### src/rtl/reg_c_seq.sv
// reg_c_seq -- frame sequencer feeding a 15-bit remainder shift register.
//
// Accepts an N-bit word over a valid/ready handshake, clears the remainder
// register, drives its shift enable for exactly L = N+FLUSH cycles, then
// captures the remainder and offers it downstream over valid/ready.
//
// Optional feature macro: SEQ_CNT_CHECK_EN
//   defined   : in CAPTURE, reg_count is compared against L; a mismatch sets
//               err, which stays set until the next accepted word or reset.
//   undefined : err is tied low and reg_count is ignored.
//
// Ports
//   clk        in   1   rising-edge clock
//   rst        in   1   synchronous active-low reset
//   in_valid   in   1   upstream word valid
//   in_ready   out  1   high only in IDLE (and not in reset)
//   in_data    in   N   word to process
//   reg_clr    out  1   clear to the remainder register (also high in reset)
//   reg_shift  out  1   shift enable to the remainder register
//   reg_data   out  N   latched word, stable from accept to next accept
//   reg_count  in   11  register's shift count (checked only with the macro)
//   reg_out    in   RW  register's remainder
//   out_valid  out  1   result valid (HOLD)
//   out_ready  in   1   downstream accepts result
//   out_rem    out  RW  captured remainder
//   out_zero   out  1   captured remainder was zero
//   busy       out  1   frame in progress
//   err        out  1   shift-count check error
module reg_c_seq #(
  parameter int unsigned N     = 64,
  parameter int unsigned FLUSH = 0,
  parameter int unsigned RW    = 15
) (
  input  logic          clk,
  input  logic          rst,
  input  logic          in_valid,
  output logic          in_ready,
  input  logic [N-1:0]  in_data,
  output logic          reg_clr,
  output logic          reg_shift,
  output logic [N-1:0]  reg_data,
  input  logic [10:0]   reg_count,
  input  logic [RW-1:0] reg_out,
  output logic          out_valid,
  input  logic          out_ready,
  output logic [RW-1:0] out_rem,
  output logic          out_zero,
  output logic          busy,
  output logic          err
);

  localparam int unsigned L = N + FLUSH;
  localparam logic [10:0] L_CNT  = 11'(L);
  localparam logic [10:0] L_LAST = 11'(L - 1);

  if (L < 1 || L > 2047) begin : g_bad_len
    $error("reg_c_seq: N+FLUSH must lie in 1..2047");
  end

  typedef enum logic [2:0] {
    S_IDLE,
    S_CLEAR,
    S_SHIFT,
    S_CAPTURE,
    S_HOLD
  } state_t;

  state_t      r_state;
  state_t      w_next;
  logic [10:0] r_cnt;
  logic        w_accept;

  // Next state and handshake outputs. Outputs are gated with rst so the
  // register is cleared and nothing is offered during the reset cycle itself.
  always_comb begin
    w_next    = r_state;
    in_ready  = 1'b0;
    reg_clr   = ~rst;
    reg_shift = 1'b0;
    out_valid = 1'b0;
    busy      = 1'b0;
    w_accept  = 1'b0;
    unique case (r_state)
      S_IDLE: begin
        in_ready = rst;
        w_accept = rst & in_valid;
        if (in_valid) w_next = S_CLEAR;
      end
      S_CLEAR: begin
        reg_clr = 1'b1;
        busy    = rst;
        w_next  = S_SHIFT;
      end
      S_SHIFT: begin
        reg_shift = rst;
        busy      = rst;
        if (r_cnt == L_LAST) w_next = S_CAPTURE;
      end
      S_CAPTURE: begin
        busy   = rst;
        w_next = S_HOLD;
      end
      S_HOLD: begin
        out_valid = rst;
        busy      = rst;
        if (out_ready) w_next = S_IDLE;
      end
      default: w_next = S_IDLE;
    endcase
  end

  always_ff @(posedge clk) begin
    if (!rst) begin
      r_state  <= S_IDLE;
      r_cnt    <= '0;
      reg_data <= '0;
      out_rem  <= '0;
      out_zero <= 1'b0;
    end else begin
      r_state <= w_next;
      if (r_state == S_CLEAR)      r_cnt <= '0;
      else if (r_state == S_SHIFT) r_cnt <= r_cnt + 11'd1;
      if (w_accept) reg_data <= in_data;
      if (r_state == S_CAPTURE) begin
        out_rem  <= reg_out;
        out_zero <= (reg_out == '0);
      end
    end
  end

`ifdef SEQ_CNT_CHECK_EN
  always_ff @(posedge clk) begin
    if (!rst) begin
      err <= 1'b0;
    end else if (w_accept) begin
      err <= 1'b0;
    end else if (r_state == S_CAPTURE && reg_count != L_CNT) begin
      err <= 1'b1;
    end
  end
`else
  logic w_unused_count;
  assign w_unused_count = ^{reg_count, L_CNT};
  always_comb err = 1'b0;
`endif

endmodule

### config.mk
export PLATFORM = sky130hd
export DESIGN_NAME = reg_c_seq
export DESIGN_NICKNAME = d
export VERILOG_FILES = /design/src/rtl/reg_c_seq.sv
export SDC_FILE = /design/constraint.sdc
export NUM_CORES = 1
export LEC_CHECK = 0
export ABC_CLOCK_PERIOD_IN_PS = 4000
export BUFFER_PORTS_ARGS = -buffer_cell sky130_fd_sc_hd__buf_4
export CORE_UTILIZATION = 30
export DETAILED_ROUTE_END_ITERATION = 10
export MAX_ROUTING_LAYER = met4
export PLACE_DENSITY = 0.54
export SETUP_SLACK_MARGIN = 0.05
export SYNTH_ARGS = -nofsm -noshare
export SYNTH_HDL_FRONTEND = slang
export SYNTH_SLANG_ARGS = --single-unit
export TNS_END_PERCENT = 1
### constraint.sdc
create_clock -name clk -period 4 [get_ports clk]
set_clock_uncertainty 0.1 [all_clocks]
set_input_delay 0.8 -clock clk [delete_from_list [all_inputs] [get_ports clk]]
set_output_delay 0.8 -clock clk [all_outputs]
set_load 0.02 [all_outputs]
Yosys cells after proc, flatten, opt, wreduce, memory -nomap -nowiden --
Cells that the tools add are included.
Storage, ports and cells: register bits after elaboration 94, bits of input ports 94, output and inout port bits 86, word-level logic and storage cells 31
Cells by class: add/subtract/negate cells 1, equality and inequality tests 8, muxes and demuxes 10, bitwise gates (word level) 2, reduce and logical (&&, ||, !) cells 5
Operator list (count):
- zero test 15 bit | 1
- case mux 3 bit (5 select lines) | 1
- adder 11 x 1 -> 11 bit (second input constant) | 1
- == test 11 x 6 -> 1 bit (second input constant) | 1
- 2-to-1 mux 3 bit | 3
- == test 3 x 2 -> 1 bit (second input constant) | 2
- 2-to-1 mux 1 bit | 6
- inequality test 2 bit (second input constant) | 3
- OR reduction 4 bit | 1
- == test 3 x 1 -> 1 bit (second input constant) | 1
- == test 3 bit (second input constant) | 1
- zero test 3 bit | 1
- AND reduction 3 bit | 1
- OR reduction 2 bit | 1
- bitwise AND 1 bit | 1
- NOT 1 bit | 1

Depth between registers and ports, before layout --
depth in word-level cells 3, depth in mapped cells 7, depth with buffers taken out 5

Least setup slack after synthesis --
No wires, ideal clock.
kind input port to output port, start point in rst, end point out in_ready, arrival 1584 ps, data required time 3100 ps, path slack 1516 ps, stages on the path 4, buffers on the path 2, cell sequence buf_2 -> clkbuf_1 -> nand2_1 -> nor2_1
On the way: cells in the longest elaborated chain, start to end 1
RTL lines:
- start, declared | RTL line 35 | input logic rst,
- 2-to-1 mux 1 bit | RTL line 83 | unique case (r_state)
- end, declared | RTL line 37 | output logic in_ready,
No other way between the ends.

Worst setup path after layout --
start point reg r_state[0], end point out reg_clr
On the way: cells in the longest elaborated chain, start to end 2
RTL lines:
- start, declared | RTL line 68 | state_t r_state;
- start signal, assigned | RTL line 120 | r_state <= w_next;
- == test 3 x 1 -> 1 bit | RTL line 83
- 2-to-1 mux 1 bit | RTL line 83
- end, declared | RTL line 39 | output logic reg_clr,
No other way between the ends.

==> results summary <==
Setup slack on the worst reg-to-reg path comes out at 2.01 ns. The total die area is 12,320 um2. The transition time of the tightest slew-check pin came out at 0.6661 ns. The area used by multi-input combinational logic is 1523 um2.

For this configuration, the core starts out at a cell density of 0.3095. Among all cell types in the netlist, the one instantiated most often is sky130_fd_sc_hd__nand2_1. The number of antenna violations at the first check in global routing came out at 0. The post-synth design cell area came out at 3565 um2. The checks that failed: DRC.

Hold repair after CTS inserted 0 buffers. The antenna diode count is 0. In the final layout, flip-flops and latches occupy 1882 um2.

Post-CTS repair changed the size of 0 cells. The sequential cell area fraction in the yosys report is 0.5279. The sum of met3 wire segment lengths after detailed routing is 536 um.

In the finished design, the share of the clock period the worst path needs comes to 0.6474. Relative to the synthesized area, the layout overhead comes to 45.17%. The launching point of the worst reg2reg path is r_state[0]$_SDFFE_PN0P_. In this run the worst setup path terminates at reg_clr.

The clock net in this run drives a total of 94 sinks. The number of nets in the synthesized netlist is 538. The worst slew slack as a fraction of its limit came out at 0.5559.

For this run, the slowest stage of the critical path takes 0.63 ns. The count of filler cells inserted in the layout came out at 1,210. Entering global routing, the biggest net connects 65 pins. The share of synthesized flip-flops with an asynchronous set or reset came out at 0. The post-detailed-routing wire length is 9245 um. The critical path starts at r_state[0]$_SDFFE_PN0P_. Clock tree synthesis selected as its root buffer the cell sky130_fd_sc_hd__clkbuf_16. The die height came out at 111.0 um. The top flip-flop cell by instance count after synthesis is sky130_fd_sc_hd__dfxtp_1. Ranked by instance count, the synthesized netlist is headed by sky130_fd_sc_hd__nand2_1 (165), sky130_fd_sc_hd__dfxtp_1 (94), sky130_fd_sc_hd__nand3_1 (68). By area the synthesized netlist is led by sky130_fd_sc_hd__dfxtp_1 (53%), sky130_fd_sc_hd__nand2_1 (17%), sky130_fd_sc_hd__nand3_1 (9.5%). The cell area power density came out at 444.4 nW/um2. The number of global-route vias before repair is 3,239. IR analysis of the VDD net gives a maximum drop of 168.7 uV.

During I/O placement, the number of pins put on the boundary was 180. The register clock-pin slew on the reported worst setup and hold paths is 0.06 ns. The time the final worst path needs with I/O delays and setup is 2.590 ns. The largest individual stage delay along the critical path comes from the cell sky130_fd_sc_hd__dfxtp_1.

The proportion of layout cells with a drive suffix above 1 came out at 0.3154. The Yosys step of the flow raised 0 warnings. The HPWL reported at the end of detailed placement came out at 6347 um. The count of buffers inserted at the top-level ports came out at 167. Setup repair after global routing left no endpoint under its margin. The first-pass GRT wire length came out at 15,570 um. The setup fix buffers added after clock tree synthesis is 0. The static leakage power is 2.542 nW. The worst-case clock buffer depth is 2. The first-pass iteration count of the detailed router came out at 8. The element type at the critical path start is a flop.

The count of vias placed by the detailed router is 3,374. The final net count came out at 687. The count of unique library cells instantiated by Yosys came out at 37.

The area inside the core boundary came out at 11,520 um2. The number of synthesized register bits is 94. The proportion of netlist area held by the largest area contributor is 0.5279. In this run the critical register-to-register path is captured at reg_data[39]$_SDFFE_PN0P_.

The worst setup path is of the flop to output port kind. The number of core rows is 39. Along the worst path, the maximum fanout reaches 14. The latest clock arrival within the worst-skew pair came out at 0.34 ns.

The DRC violations left came out at 22. The highest layer touched by signal routing is met4. The number of H-tree levels is 3. After technology mapping, the gate count stands at 443. The signal on the critical path passes through nand2b_1 > o21ai_2 > buf_4. STA classifies the critical path endpoint as an output port.

The total stage count of the critical path came out at 3. The final max-slew violation count is 0. The flow ran to the end, but the final reports show violations. Global routing finished with a remaining overflow of 0.

TritonCTS created 9 clock buffers. Yosys mapped a number of flops with a built-in enable equal to 0. The library cell with the largest summed area after synthesis is sky130_fd_sc_hd__dfxtp_1.

In this run the remaining antenna-violating nets after routing total 0. The all-layer global routing usage is 0.1632. The detailed-routed wire length on met2 came out at 4357 um. The average cell area after synthesis is 8.047 um2. After detailed routing, the wire length on met1 is 4135 um.

The final weighted congestion in routability-driven placement came out at 0.7619. The tool flagged a number of max-cap violations equal to 0. The first routing iteration left 217 violations. Total power for the finished layout comes to 0.002300 W. The die is 111.0 um wide. The number of setup violations in the final report came out at 0.

The final count of hold timing violations is 0. Based on the critical path, the design can be clocked at up to 386.1 MHz. For the worst setup path, the data arrival time is 1.69 ns. The kind of cell adding the most delay to the critical path is flip-flops. The summed negative setup slack over all endpoints came out at 0 ns.

The length in cells of the worst reg-to-reg path came out at 5. The endpoint required time on the critical path came out at 3.10 ns. After detailed routing, the number of vias per cell comes to 4.566. TritonCTS built the clock tree.

The number of buffers and inverters on the critical path is 1. The average routed wire per standard cell is 12.51 um. The min-delay analysis places its worst path in the category flop to flop.
logic make-up (layout without fill, tap and decap cells):
group | Yosys count | after routing | synth area share
compound gates | 28 | 28 | 0.05265
flops | 94 | 94 | 0.5279
xor+xnor | 9 | 9 | 0.02211
simple gates | 275 | 275 | 0.3461
fa+ha+maj | 1 | 1 | 0.003509
buf+inv | 35 | 188 | 0.04668
other cells | 1 | 1 | 0.001052
placed cells by master (no fill, tap or decap), types with 2 or more instances in the layout:
cell / instances
sky130_fd_sc_hd__xor2_1: 3
sky130_fd_sc_hd__nor2_1: 10
sky130_fd_sc_hd__inv_1: 3
sky130_fd_sc_hd__a21boi_1: 10
sky130_fd_sc_hd__a21oi_1: 5
sky130_fd_sc_hd__xnor2_1: 6
sky130_fd_sc_hd__buf_4: 170
sky130_fd_sc_hd__nand4_1: 3
sky130_fd_sc_hd__nand3_1: 68
sky130_fd_sc_hd__clkinv_2: 3
sky130_fd_sc_hd__a21boi_0: 5
sky130_fd_sc_hd__nand2_1: 165
sky130_fd_sc_hd__nor3_1: 3
sky130_fd_sc_hd__o21ai_0: 4
sky130_fd_sc_hd__nor3b_1: 2
sky130_fd_sc_hd__nand2b_1: 2
sky130_fd_sc_hd__clkbuf_16: 9
sky130_fd_sc_hd__and3_1: 3
sky130_fd_sc_hd__o22ai_1: 2
sky130_fd_sc_hd__or3_1: 2
sky130_fd_sc_hd__nor4_1: 3
sky130_fd_sc_hd__dfxtp_1: 94
sky130_fd_sc_hd__and2_1: 5
sky130_fd_sc_hd__bufinv_16: 2
per-layer routing:
metal | global-route usage | vias up
met1 | 0.1952 | 1515
met5 | - | -
li1 | - | 1739
met3 | 0.03991 | 15
met4 | 0.08950 | 0
met2 | 0.2524 | 105
worst register-to-register path, delay by kind of cell (launching register included):
kind | cells | cell delay [ns]
buffers and inverters | 1 | 0.55
DFF | 1 | 0.63
and+or+nand+nor | 4 | 0.65
final cells by class:
type / count / area share
tap: 143 / 0.03457
inverter: 3 / 0.002176
sequential: 94 / 0.3636
clock buffer: 10 / 0.04425
clock inverter: 5 / 0.01451
multi-input combinational: 314 / 0.2942
timing repair buffer: 170 / 0.2466
power by group:
part / internal (W) / total, W / switching (W)
clock network: 0.000541 / 0.000885 / 0.000345
registers: 0.00100 / 0.00104 / 0.0000398
logic: 0.000170 / 0.000374 / 0.000204
total: 0.00171 / 0.00230 / 0.000588
sequential cells by signal, summed over array words and instances, names as in the netlist:
| register | cells |
|---|---|
| out_rem | 15 |
| out_zero | 1 |
| r_cnt | 11 |
| r_state | 3 |
| reg_data | 64 |
how the worst min path moves through the flow:
stage,from,end,cells past startpoint,slack (ns)
2_1_floorplan,r_cnt[9]$_SDFFE_PP0N_,r_cnt[9]$_SDFFE_PP0N_,2,0.37
3_3_place_gp,reg_data[60]$_SDFFE_PN0P_,reg_data[60]$_SDFFE_PN0P_,2,0.34
3_5_place_dp,reg_data[34]$_SDFFE_PN0P_,reg_data[34]$_SDFFE_PN0P_,2,0.35
4_1_cts,reg_data[42]$_SDFFE_PN0P_,reg_data[42]$_SDFFE_PN0P_,2,0.36
5_1_grt,reg_data[3]$_SDFFE_PN0P_,reg_data[3]$_SDFFE_PN0P_,2,0.37
6_report,reg_data[34]$_SDFFE_PN0P_,reg_data[34]$_SDFFE_PN0P_,2,0.35
through the flow:
stage	instances	hold WS [ns]	util	area (um2)	setup WS, ns
final	739	0.3537	0.4494	5175	1.410
after global routing	739	0.3736	0.4494	5175	1.237
after CTS	739	0.3572	0.4494	5175	1.388
after detailed placement	724	0.3476	0.4230	4871	1.601
after global placement	724	0.3429	0.4230	4871	1.597
after floorplan	443	0.3710	-	3565	1.516
No activity file was read; power rests on OpenSTA's default activity.
